==> src/rtl/axi_master_pkg.sv <==
// axi_master_pkg: shared FSM states, AXI encodings and a width helper for the burst writer
package axi_master_pkg;
  typedef enum logic [2:0] {IDLE, ADDR, DATA, RESP, DONE} state_t;
  localparam logic [1:0] BURST_INCR = 2'b01;
  localparam logic [1:0] RESP_OKAY = 2'b00;
  function automatic int clog2(input int v);
    int r;
    r = 0;
    for (int i = 0; i < 31; i++) if ((1 << i) < v) r = i + 1;
    return r;
  endfunction
endpackage

==> src/rtl/axi_burst_writer_if.sv <==
// axi_burst_writer_if: AXI4 write-only channel bundle between the burst writer and its slave
interface axi_burst_writer_if #(parameter int ADDR_W = 32, parameter int DATA_W = 32);
  logic [ADDR_W-1:0] m_awaddr;
  logic [7:0] m_awlen;
  logic [2:0] m_awsize;
  logic [1:0] m_awburst;
  logic m_awvalid, m_awready;
  logic [DATA_W-1:0] m_wdata;
  logic [DATA_W/8-1:0] m_wstrb;
  logic m_wlast, m_wvalid, m_wready;
  logic [1:0] m_bresp;
  logic m_bvalid, m_bready;
  modport master(
    output m_awaddr, m_awlen, m_awsize, m_awburst, m_awvalid, m_wdata, m_wstrb, m_wlast, m_wvalid, m_bready,
    input m_awready, m_wready, m_bresp, m_bvalid
  );
  modport slave(
    input m_awaddr, m_awlen, m_awsize, m_awburst, m_awvalid, m_wdata, m_wstrb, m_wlast, m_wvalid, m_bready,
    output m_awready, m_wready, m_bresp, m_bvalid
  );
endinterface

==> src/rtl/axi_addr_gen.sv <==
// axi_addr_gen: circular burst address pointer, advanced by one burst per adv pulse
module axi_addr_gen #(
  parameter int ADDR_W = 32,
  parameter int STEP = 64,
  parameter logic [ADDR_W-1:0] BASE_ADDR = 32'h1000_0000,
  parameter logic [ADDR_W-1:0] REGION_BYTES = 32'h0001_0000
) (
  input  logic clk,
  input  logic rst,
  input  logic adv,
  output logic [ADDR_W-1:0] addr
);
  localparam logic [ADDR_W-1:0] END_ADDR = BASE_ADDR + REGION_BYTES;
  logic [ADDR_W-1:0] nxt;
  assign nxt = addr + ADDR_W'(STEP);
  always_ff @(posedge clk or posedge rst)
    if (rst) addr <= BASE_ADDR;
    else if (adv) addr <= nxt == END_ADDR ? BASE_ADDR : nxt;
endmodule

==> src/rtl/axi_burst_writer.sv <==
// axi_burst_writer: AXI4 write master streaming one fixed INCR burst per init_tx rising edge
module axi_burst_writer
  import axi_master_pkg::*;
#(
  parameter int ADDR_W = 32,
  parameter int DATA_W = 32,
  parameter int BURST_LEN = 16,
  parameter logic [ADDR_W-1:0] BASE_ADDR = 32'h1000_0000,
  parameter logic [ADDR_W-1:0] REGION_BYTES = 32'h0001_0000
) (
  input  logic clk,
  input  logic rst,
  input  logic init_tx,
  output logic tx_done,
  output logic tx_error,
  input  logic [DATA_W-1:0] s_data,
  input  logic s_valid,
  output logic s_ready,
  axi_burst_writer_if.master m
);
  state_t state, nxt;
  logic init_q, start, last, beat_ok, b_ok;
  logic [7:0] beat;
  logic [ADDR_W-1:0] ptr;
  assign start = init_tx & ~init_q;
  assign last = beat == 8'(BURST_LEN - 1);
  assign beat_ok = state == DATA && s_valid && m.m_wready;
  assign b_ok = state == RESP && m.m_bvalid;
  axi_addr_gen #(
    .ADDR_W(ADDR_W), .STEP(BURST_LEN * DATA_W / 8), .BASE_ADDR(BASE_ADDR), .REGION_BYTES(REGION_BYTES)
  ) u_addr_gen (.clk(clk), .rst(rst), .adv(b_ok), .addr(ptr));
  always_ff @(posedge clk or posedge rst)
    if (rst) begin
      state <= IDLE;
      init_q <= 1'b0;
      beat <= '0;
      tx_error <= 1'b0;
    end else begin
      state <= nxt;
      init_q <= init_tx;
      if (beat_ok) beat <= last ? '0 : beat + 8'd1;
      if (b_ok && m.m_bresp[1]) tx_error <= 1'b1;
    end
  always_comb begin
    nxt = state == IDLE ? (start ? ADDR : IDLE)
        : state == ADDR ? (m.m_awready ? DATA : ADDR)
        : state == DATA ? (beat_ok && last ? RESP : DATA)
        : state == RESP ? (m.m_bvalid ? DONE : RESP)
        : IDLE;
    m.m_awvalid = state == ADDR;
    m.m_wvalid = state == DATA && s_valid;
    s_ready = state == DATA && m.m_wready;
    m.m_bready = state == RESP;
    tx_done = state == DONE;
    m.m_awaddr = ptr;
    m.m_awlen = 8'(BURST_LEN - 1);
    m.m_awsize = 3'(clog2(DATA_W / 8));
    m.m_awburst = BURST_INCR;
    m.m_wdata = s_data;
    m.m_wstrb = '1;
    m.m_wlast = last;
  end
endmodule
==> src/flat_wrapper.sv <==
// flat-port wrapper written by rule: the top's interface ports become plain ports
module axi_burst_writer_flat import axi_master_pkg::*;
#(
  parameter int ADDR_W = 32,
  parameter int DATA_W = 32,
  parameter int BURST_LEN = 16,
  parameter logic [ADDR_W-1:0] BASE_ADDR = 32'h1000_0000,
  parameter logic [ADDR_W-1:0] REGION_BYTES = 32'h0001_0000
)
  (clk, rst, init_tx, tx_done, tx_error, s_data, s_valid, s_ready, m_m_awaddr, m_m_awlen, m_m_awsize, m_m_awburst, m_m_awvalid, m_m_wdata, m_m_wstrb, m_m_wlast, m_m_wvalid, m_m_bready, m_m_awready, m_m_wready, m_m_bresp, m_m_bvalid);
  axi_burst_writer_if #(.ADDR_W(ADDR_W), .DATA_W(DATA_W)) m_i ();
  input  logic clk;
  input  logic rst;
  input  logic init_tx;
  output logic tx_done;
  output logic tx_error;
  input  logic [DATA_W-1:0] s_data;
  input  logic s_valid;
  output logic s_ready;
  output wire logic [$bits(m_i.m_awaddr)-1:0] m_m_awaddr;
  output wire logic [$bits(m_i.m_awlen)-1:0] m_m_awlen;
  output wire logic [$bits(m_i.m_awsize)-1:0] m_m_awsize;
  output wire logic [$bits(m_i.m_awburst)-1:0] m_m_awburst;
  output wire logic [$bits(m_i.m_awvalid)-1:0] m_m_awvalid;
  output wire logic [$bits(m_i.m_wdata)-1:0] m_m_wdata;
  output wire logic [$bits(m_i.m_wstrb)-1:0] m_m_wstrb;
  output wire logic [$bits(m_i.m_wlast)-1:0] m_m_wlast;
  output wire logic [$bits(m_i.m_wvalid)-1:0] m_m_wvalid;
  output wire logic [$bits(m_i.m_bready)-1:0] m_m_bready;
  input wire logic [$bits(m_i.m_awready)-1:0] m_m_awready;
  input wire logic [$bits(m_i.m_wready)-1:0] m_m_wready;
  input wire logic [$bits(m_i.m_bresp)-1:0] m_m_bresp;
  input wire logic [$bits(m_i.m_bvalid)-1:0] m_m_bvalid;
  assign m_m_awaddr = m_i.m_awaddr;
  assign m_m_awlen = m_i.m_awlen;
  assign m_m_awsize = m_i.m_awsize;
  assign m_m_awburst = m_i.m_awburst;
  assign m_m_awvalid = m_i.m_awvalid;
  assign m_m_wdata = m_i.m_wdata;
  assign m_m_wstrb = m_i.m_wstrb;
  assign m_m_wlast = m_i.m_wlast;
  assign m_m_wvalid = m_i.m_wvalid;
  assign m_m_bready = m_i.m_bready;
  assign m_i.m_awready = m_m_awready;
  assign m_i.m_wready = m_m_wready;
  assign m_i.m_bresp = m_m_bresp;
  assign m_i.m_bvalid = m_m_bvalid;
  axi_burst_writer #(.ADDR_W(ADDR_W), .DATA_W(DATA_W), .BURST_LEN(BURST_LEN), .BASE_ADDR(BASE_ADDR), .REGION_BYTES(REGION_BYTES)) u_core (.clk(clk), .rst(rst), .init_tx(init_tx), .tx_done(tx_done), .tx_error(tx_error), .s_data(s_data), .s_valid(s_valid), .s_ready(s_ready), .m(m_i));
endmodule
==> config.mk <==
export PLATFORM = sky130hd
export DESIGN_NAME = axi_burst_writer_flat
export DESIGN_NICKNAME = d
export VERILOG_FILES = /design/src/rtl/axi_master_pkg.sv /design/src/rtl/axi_burst_writer_if.sv /design/src/rtl/axi_addr_gen.sv /design/src/rtl/axi_burst_writer.sv /design/src/flat_wrapper.sv
export SDC_FILE = /design/constraint.sdc
export NUM_CORES = 1
export LEC_CHECK = 0
export ABC_AREA = 0
export CELL_PAD_IN_SITES_DETAIL_PLACEMENT = 0
export CELL_PAD_IN_SITES_GLOBAL_PLACEMENT = 1
export CORE_UTILIZATION = 31
export CTS_BUF_LIST = sky130_fd_sc_hd__clkbuf_4
export DETAILED_ROUTE_END_ITERATION = 6
export PLACE_DENSITY_LB_ADDON = 0.1
export REMOVE_ABC_BUFFERS = 1
export SYNTH_ARGS = -nofsm -noshare
export SYNTH_HDL_FRONTEND = slang
export SYNTH_HIERARCHICAL = 1
export SYNTH_SLANG_ARGS = --single-unit
==> constraint.sdc <==
create_clock -name clk -period 2.8 [get_ports clk]
set_input_delay 0.84 -clock clk [delete_from_list [all_inputs] [get_ports clk]]
set_output_delay 0.84 -clock clk [all_outputs]
set_load 0.005 [all_outputs]
==> insert_results.sql, run 1 <==
INSERT INTO impl_metrics (metric_group, metric, value, unit) VALUES
('outcome', 'outcome', 'finished, final reports clean', ''),
('global_route', 'antenna_found_initial', '0', ''),
('finish', 'layout.area.seq', '977', 'um^2'),
('finish', 'final_cell_mix', 'sky130_fd_sc_hd__clkdlybuf4s50_1 (38), sky130_fd_sc_hd__dfrtp_1 (38), sky130_fd_sc_hd__xnor2_1 (24), sky130_fd_sc_hd__conb_1 (23), sky130_fd_sc_hd__buf_4 (20)', ''),
('routing', 'drc_errors', '0', ''),
('placement', 'port_buffers', '40', ''),
('finish', 'fin_nets', '364', ''),
('global_route', 'grt_usage', '16.1', '%'),
('finish', 'layout-drive-gt1-share', '15.6', '%'),
('cts', 'cts.hold.buffers_added', '0', ''),
('power', 'power_per_cell_area', '532', 'nW/um^2'),
('timing', 'max_freq', '367', 'MHz'),
('synth', 'synthFlopType', 'sky130_fd_sc_hd__dfrtp_1', ''),
('timing', 'worstMarginPinSlew', '512', 'ps'),
('finish', 'multiInputGateArea', '1450', 'um^2'),
('worst_setup_path', 'critical_path_arrival', '1880', 'ps'),
('finish', 'num-fill-cells', '902', ''),
('worst_setup_path', 'critPathCaptureType', 'primary output', ''),
('worst_setup_path', 'worst-endpoint-required', '1960', 'ps'),
('die', 'rows', '34', ''),
('power', 'static-leakage-power', '1.38', 'nW'),
('cts', 'number_of_clock_buffers_inserted_by_tritoncts', '5', ''),
('min_path', 'holdCritPathClass', 'reg2reg', ''),
('timing', 'hold_viol_final', '0', ''),
('die', 'die_area', '9660', 'um^2'),
('synth', 'number_of_flops_mapped_to_enable_cells_by_yosys', '0', ''),
('die', 'die-height', '98.3', 'um'),
('placement', 'place_ws', '-198', 'ps'),
('worst_setup_path', 'setup.worst_path.start_class', 'primary input', ''),
('global_route', 'number_of_global_route_vias_before_repair', '1957', ''),
('die', 'fp.coreArea', '8850', 'um^2'),
('routing', 'vias_per_cell', '4.98', ''),
('timing', 'final.setup.worst_slack', '78.8', 'ps'),
('timing', 'fin_worst_skew', '6.92', 'ps'),
('finish', 'areaGrowthSynthToFinish', '12.2', '%'),
('die', 'ios', '129', ''),
('cts', 'clk_latency', '350', 'ps'),
('die', 'chipWidth', '98.3', 'um'),
('die', 'start_util', '32.5', '%'),
('timing', 'slew_viols_final', '0', ''),
('routing', 'wl_per_cell', '17.8', 'um'),
('timing', 'period_minus_slack', '2720', 'ps'),
('cts', 'root_buffer', 'sky130_fd_sc_hd__clkbuf_4', ''),
('placement', 'place.detailed.hpwl', '5.69', 'mm'),
('synth', 'yosys_warnings', '6', ''),
('routing', 'routed_wire_length', '7.62', 'mm'),
('synth', 'syn-instance-count', '303', ''),
('timing', 'max-slew-margin-rel', '65.8', '%'),
('cts', 'tritoncts_num_sinks', '39', ''),
('timing', 'grt_setup_unrepaired', 'no', ''),
('timing', 'min_period_over_period', '97.2', '%'),
('synth', 'mean_post_synth_cell_area', '9.49', 'um^2'),
('routing', 'final_antenna_net_count', '0', ''),
('placement', 'globalplace.congestion', '0.748', ''),
('synth', 'synthDistinctLibCells', '55', ''),
('cts', 'cts.reportedPaths.clkPinSlew', '120', 'ps'),
('finish', 'antenna-diode-count', '0', ''),
('cts', 'clock_tree_from_tritoncts', 'done', ''),
('synth', 'yosys_register_bits', '39', ''),
('worst_setup_path', 'critical_path_peak_fanout', '2', ''),
('global_route', 'maximum_number_of_pins_on_one_net_before_global_route_repair', '27', ''),
('power', 'post-layout-total-power', '1.72', 'mW'),
('power', 'ir_drop', '0.176', 'mV'),
('synth', 'asyncSetResetFlopFracSynth', '100', '%'),
('flow_run', 'drv_cap', '0', ''),
('routing', 'drtPass1Iterations', '6', ''),
('synth', 'synth_seq_area_share', '34.0', '%'),
('global_route', 'grt_pass1_wl', '11.8', 'mm'),
('cts', 'cts_buffer_depth', '2', ''),
('routing', 'dr_total_vias', '2136', ''),
('cts', 'clock_tree.htree_level_count', '2', ''),
('global_route', 'globalRoute.totalOverflow', '0', ''),
('timing', 'setup-violations-final', '0', ''),
('routing', 'drt_iter0_drc', '91', ''),
('synth', 'synthesis.area', '2880', 'um^2'),
('worst_setup_path', 'class_of_the_most_critical_setup_path', 'in2out', '');
==> state kept, by name (all words and copies together), names as in the netlist <==
signal and cells:
u_core/init_q 1, u_core/state 3, u_core/tx_error 1, u_core/beat 8, u_core/u_addr_gen/addr 26
==> power breakdown <==
group / switching (mW) / internal (mW)
Clock: 0.195 / 0.184
Sequential: 0.122 / 0.648
Combinational: 0.253 / 0.316
Total: 0.570 / 1.15
==> worst max-delay path, cell delays in order <==
cell and delay, ps:
sky130_fd_sc_hd__dlygate4sd2_1 260, sky130_fd_sc_hd__nand2b_4 60, sky130_fd_sc_hd__nor3b_1 180, sky130_fd_sc_hd__clkdlybuf4s50_1 530
==> Yosys cell counts, drive strengths merged (2+ instances only) <==
| library cell | count | area (um^2) |
|---|---|---|
| or3 | 3 | 23.8 |
| clkbuf | 6 | 25.0 |
| o211ai | 3 | 22.5 |
| nand2b | 4 | 32.5 |
| and3b | 3 | 30.0 |
| ha | 3 | 37.5 |
| and3 | 5 | 31.3 |
| nor3 | 7 | 46.3 |
| nand3 | 15 | 75.1 |
| mux2 | 3 | 33.8 |
| nor2 | 13 | 48.8 |
| nor4 | 8 | 86.3 |
| nand4 | 16 | 115 |
| a21o | 2 | 15.0 |
| a21oi | 6 | 30.0 |
| and4 | 3 | 26.3 |
| dfrtp | 38 | 951 |
| o21ai | 7 | 35.0 |
| nand4b | 3 | 41.3 |
| conb | 3 | 11.3 |
| nor2b | 2 | 12.5 |
| inv | 5 | 18.8 |
| nor3b | 3 | 22.5 |
| xor2 | 13 | 114 |
| nand2 | 17 | 63.8 |
| mux2i | 3 | 30.0 |
| nand3b | 3 | 35.0 |
| buf | 65 | 479 |
| xnor2 | 24 | 210 |
| and2 | 4 | 25.0 |
==> metrics by stage <==
step                cells  TNS (ps)  hold WS, ps  utilization [%]  instance area (um^2)
CTS                   427         0          481             36.3                  3210
floorplan             252         0          443                -                  2450
global placement      419      -357          442             35.4                  3140
detailed placement    419      -321          452             35.4                  3140
global route          429         0          495             36.5                  3230
finish                429         0          475             36.5                  3230
==> cell families (layout without fill, tap and decap cells) <==
group	count (synthesis)	in the layout	synth area share (%)
adder cells (fa/ha/maj)	3	3	1.31
AND/OR/NAND/NOR	110	110	25.3
multiplexers	6	6	2.22
AO/OA/AOI/OAI	29	29	7.35
flip-flops	39	39	34.0
XOR/XNOR	37	37	11.3
other	3	23	0.392
buffers and inverters	76	74	18.2
==> layout make-up <==
class / count / share of cell area [%]
Multi-Input combinational cell: 208 / 45.0
Sequential cell: 39 / 30.3
Timing Repair Buffer: 61 / 17.6
Tap cell: 108 / 4.19
Clock inverter: 3 / 1.20
Clock buffer: 5 / 1.16
Inverter: 5 / 0.582
==> final timing paths <==
kind,from,end,slack (ps),depth (start not counted)
min in group asynchronous,rst,u_core/u_addr_gen/addr[7]$_DFFE_PP0P_,840,3
setup reg to reg,u_core/u_addr_gen/addr[12]$_DFFE_PP0P_,u_core/u_addr_gen/addr[7]$_DFFE_PP0P_,400,7
hold reg to reg,u_core/tx_error$_DFFE_PP0P_,u_core/tx_error$_DFFE_PP0P_,480,1
setup / recovery,s_valid,m_m_wvalid,80,4
hold / removal,u_core/tx_error$_DFFE_PP0P_,u_core/tx_error$_DFFE_PP0P_,480,1
max in group asynchronous,rst,u_core/beat[1]$_DFFE_PP0P_,1620,2
==> per-layer routing <==
layer | track usage, % | up-vias | part of all wire (%)
met5 | 5.13 | - | 0.42
met4 | 3.67 | 2 | 1.0
met3 | 8.73 | 9 | 9.4
met2 | 19.9 | 83 | 40
met1 | 23.3 | 1030 | 50
li1 | - | 1012 | -
==> repair_timing <==
| item | in CTS | in global routing |
|---|---|---|
| setup buffers | 0 | 2 |
| gates cloned | 0 | 0 |
| gates resized for setup | 2 | 0 |
| setup endpoints to repair | 2 | 1 |
(Power assumes the default switching activity.)
==> inputs of run 2 (changes only) <==
HOLD_SLACK_MARGIN = 0.08   (was not set)
==> results of run 2 <==
No change in the layout: final DEF, timing and power equal those of run 1.
==> inputs of run 3 (changes only) <==
ABC_CLOCK_PERIOD_IN_PS = 2800   (was not set)
CORE_UTILIZATION = 45   (was 31)
DONT_BUFFER_PORTS = 1   (was not set)
==> run 3 against run 2 <==
Via count down 5.5%. Sequential share of layout area up 6.0 points. Clock skew up 4.1 ps. Maximum frequency up 9.9%. First-iteration DRC count up 29%. Final area down 17%. Wire length down 9.1%. Combinational power down 23%. Cell count down 19%. Critical path type is now reg2reg. Critical endpoint is now u_core/u_addr_gen/addr[6]$_DFFE_PP0P_. Largest cell class unchanged.
==> insert_results.sql, run 3 (synthesized netlist as in run 1, its figures left out) <==
INSERT INTO impl_metrics (metric_group, metric, value, unit) VALUES
('timing', 'setup-violations-final', '0', ''),
('cts', 'root_buffer', 'sky130_fd_sc_hd__clkbuf_4', ''),
('finish', 'fin_nets', '316', ''),
('worst_setup_path', 'crit_path_top_delay_cell', 'sky130_fd_sc_hd__dfrtp_1', ''),
('worst_setup_path', 'worst-endpoint-required', '3020', 'ps'),
('timing', 'min_period_over_period', '88.5', '%'),
('global_route', 'maximum_number_of_pins_on_one_net_before_global_route_repair', '18', ''),
('finish', 'registers.top_by_ff_count', 'u_core/u_addr_gen/addr', ''),
('routing', 'wl_per_cell', '19.9', 'um'),
('worst_setup_path', 'class_of_the_most_critical_setup_path', 'reg2reg', ''),
('die', 'rows', '28', ''),
('routing', 'final_antenna_net_count', '0', ''),
('finish', 'layout_commonest_cell', 'sky130_fd_sc_hd__dfrtp_1', ''),
('finish', 'final_cell_mix', 'sky130_fd_sc_hd__dfrtp_1 (38), sky130_fd_sc_hd__xnor2_1 (24), sky130_fd_sc_hd__conb_1 (23), sky130_fd_sc_hd__nand2_1 (17)', ''),
('timing', 'final.hold.worst_slack', '386', 'ps'),
('timing', 'max-slew-margin-rel', '65.6', '%'),
('cts', 'clk_latency', '350', 'ps'),
('cts', 'post-cts-setup-buffer-count', '0', ''),
('worst_setup_path', 'crit_family', 'simple AND/OR/NAND/NOR gates', ''),
('cts', 'cts.reportedPaths.clkPinSlew', '120', 'ps'),
('outcome', 'outcome', 'finished, final reports clean', ''),
('placement', 'globalplace.congestion', '0.850', ''),
('global_route', 'grt_pass1_wl', '10.7', 'mm'),
('cts', 'clock_tree.htree_level_count', '2', ''),
('timing', 'worstMarginPinSlew', '515', 'ps'),
('global_route', 'globalRoute.totalOverflow', '0', ''),
('timing', 'slew_viols_final', '0', ''),
('flow_run', 'drv_cap', '0', ''),
('global_route', 'grt_usage', '22.3', '%'),
('worst_setup_path', 'critical_path_peak_fanout', '7', ''),
('global_route', 'antenna_found_initial', '0', ''),
('finish', 'layout.area.seq', '977', 'um^2'),
('die', 'ios', '129', ''),
('finish', 'biggestRegsByFlops', 'u_core/u_addr_gen/addr x26, u_core/beat x8, u_core/state x3', ''),
('cts', 'tritoncts_num_sinks', '39', ''),
('placement', 'port_buffers', '0', ''),
('timing', 'final.setup.worst_slack', '323', 'ps'),
('worst_setup_path', 'critical_path_arrival', '2700', 'ps'),
('routing', 'routed_wire_length', '6.93', 'mm'),
('cts', 'postcts_resize_cnt', '0', ''),
('routing', 'drc_errors', '0', ''),
('power', 'static-leakage-power', '1.18', 'nW'),
('finish', 'antenna-diode-count', '0', ''),
('power', 'ir_drop', '0.269', 'mV'),
('finish', 'layout-drive-gt1-share', '15.0', '%'),
('worst_setup_path', 'critPathCaptureType', 'register', ''),
('timing', 'period_minus_slack', '2480', 'ps'),
('die', 'fp.coreArea', '6030', 'um^2'),
('finish', 'largest_register_ffs', '26', ''),
('worst_setup_path', 'worst_path_cell_trace', 'nand4_1, nor4_2, and3_1, mux2_2, a2111oi_2, a21oi_1', ''),
('worst_setup_path', 'setup.worst_path.start_class', 'register', ''),
('die', 'die-height', '81.9', 'um'),
('timing', 'final.setup.tns', '0', 'ps'),
('power', 'power_per_cell_area', '559', 'nW/um^2'),
('timing', 'max_freq', '404', 'MHz'),
('routing', 'vias_per_cell', '5.80', ''),
('finish', 'multiInputGateArea', '1450', 'um^2'),
('global_route', 'number_of_global_route_vias_before_repair', '1750', ''),
('cts', 'cts.hold.buffers_added', '0', ''),
('finish', 'num-fill-cells', '612', ''),
('timing', 'fin_worst_skew', '11.0', 'ps'),
('worst_setup_path', 'critical_path.max_stage_delay', '490', 'ps'),
('cts', 'clock_tree_from_tritoncts', 'done', ''),
('power', 'post-layout-total-power', '1.50', 'mW'),
('finish', 'areaGrowthSynthToFinish', '-6.44', '%'),
('finish', 'layoutNonFillerInstCount', '348', ''),
('min_path', 'holdCritPathClass', 'in2async', ''),
('cts', 'number_of_clock_buffers_inserted_by_tritoncts', '5', ''),
('die', 'start_util', '47.7', '%'),
('placement', 'place.detailed.hpwl', '5.15', 'mm'),
('die', 'chipWidth', '81.9', 'um'),
('worst_setup_path', 'timing.critical_path.buf_inv', '0', ''),
('timing', 'hold_viol_final', '0', ''),
('timing', 'grt_setup_unrepaired', 'no', ''),
('placement', 'place_ws', '389', 'ps'),
('routing', 'drt_iter0_drc', '117', ''),
('die', 'die_area', '6710', 'um^2'),
('routing', 'drtPass1Iterations', '4', ''),
('placement', 'place.detailed.instances', '340', ''),
('routing', 'dr_total_vias', '2018', ''),
('cts', 'cts_buffer_depth', '2', '');
-- run 3: cell count changes in the layout (fill, tap and decap cells not counted), sizes merged --
| cell | previous run | this run |
|---|---|---|
| buf | 21 | 13 |
| clkdlybuf4s50 | 38 | 0 |
| dlygate4sd2 | 2 | 0 |
| clkbuf | 5 | 6 |
| bufinv | 1 | 0 |
-- run 3: path summary, 6_finish.rpt --
kind / from / end / slack, ps / cells past startpoint
max in group asynchronous: rst / u_core/u_addr_gen/addr[15]$_DFFE_PP0P_ / 1810 / 2
hold / removal: rst / u_core/u_addr_gen/addr[21]$_DFFE_PP0P_ / 390 / 1
hold reg to reg: u_core/beat[7]$_DFFE_PP0P_ / u_core/beat[7]$_DFFE_PP0P_ / 480 / 1
min in group clk: u_core/beat[7]$_DFFE_PP0P_ / u_core/beat[7]$_DFFE_PP0P_ / 480 / 1
setup reg to reg: u_core/u_addr_gen/addr[12]$_DFFE_PP0P_ / u_core/u_addr_gen/addr[6]$_DFFE_PP0P_ / 320 / 6
setup / recovery: u_core/u_addr_gen/addr[12]$_DFFE_PP0P_ / u_core/u_addr_gen/addr[6]$_DFFE_PP0P_ / 320 / 6
-- run 3: per-stage QoR --
step	utilization [%]	area [um^2]
floorplan	-	2450
global placement	43.8	2640
detailed placement	43.8	2640
CTS	44.6	2690
global route	44.6	2690
finish	44.6	2690
-- run 3: cell type report --
class	instances	area share [%]
clock buffers	6	1.67
clock inverters	2	0.279
inverters	5	0.698
multi-input cells	208	53.9
flip-flops and latches	39	36.3
well taps	75	3.49
repair buffers	13	3.63
-- run 3: routing by layer --
metal | vias to the layer above | GRT usage (%) | part of all wire (%)
met3 | 10 | 14.3 | 13
met1 | 973 | 31.9 | 47
li1 | 909 | - | -
met5 | - | 8.33 | 0.39
met2 | 124 | 26.0 | 39
met4 | 2 | 5.61 | 0.74
-- run 3: power by group --
group / switching, mW / total (mW) / internal (mW)
Clock: 0.195 / 0.298 / 0.103
Combinational: 0.230 / 0.438 / 0.209
Sequential: 0.119 / 0.767 / 0.648
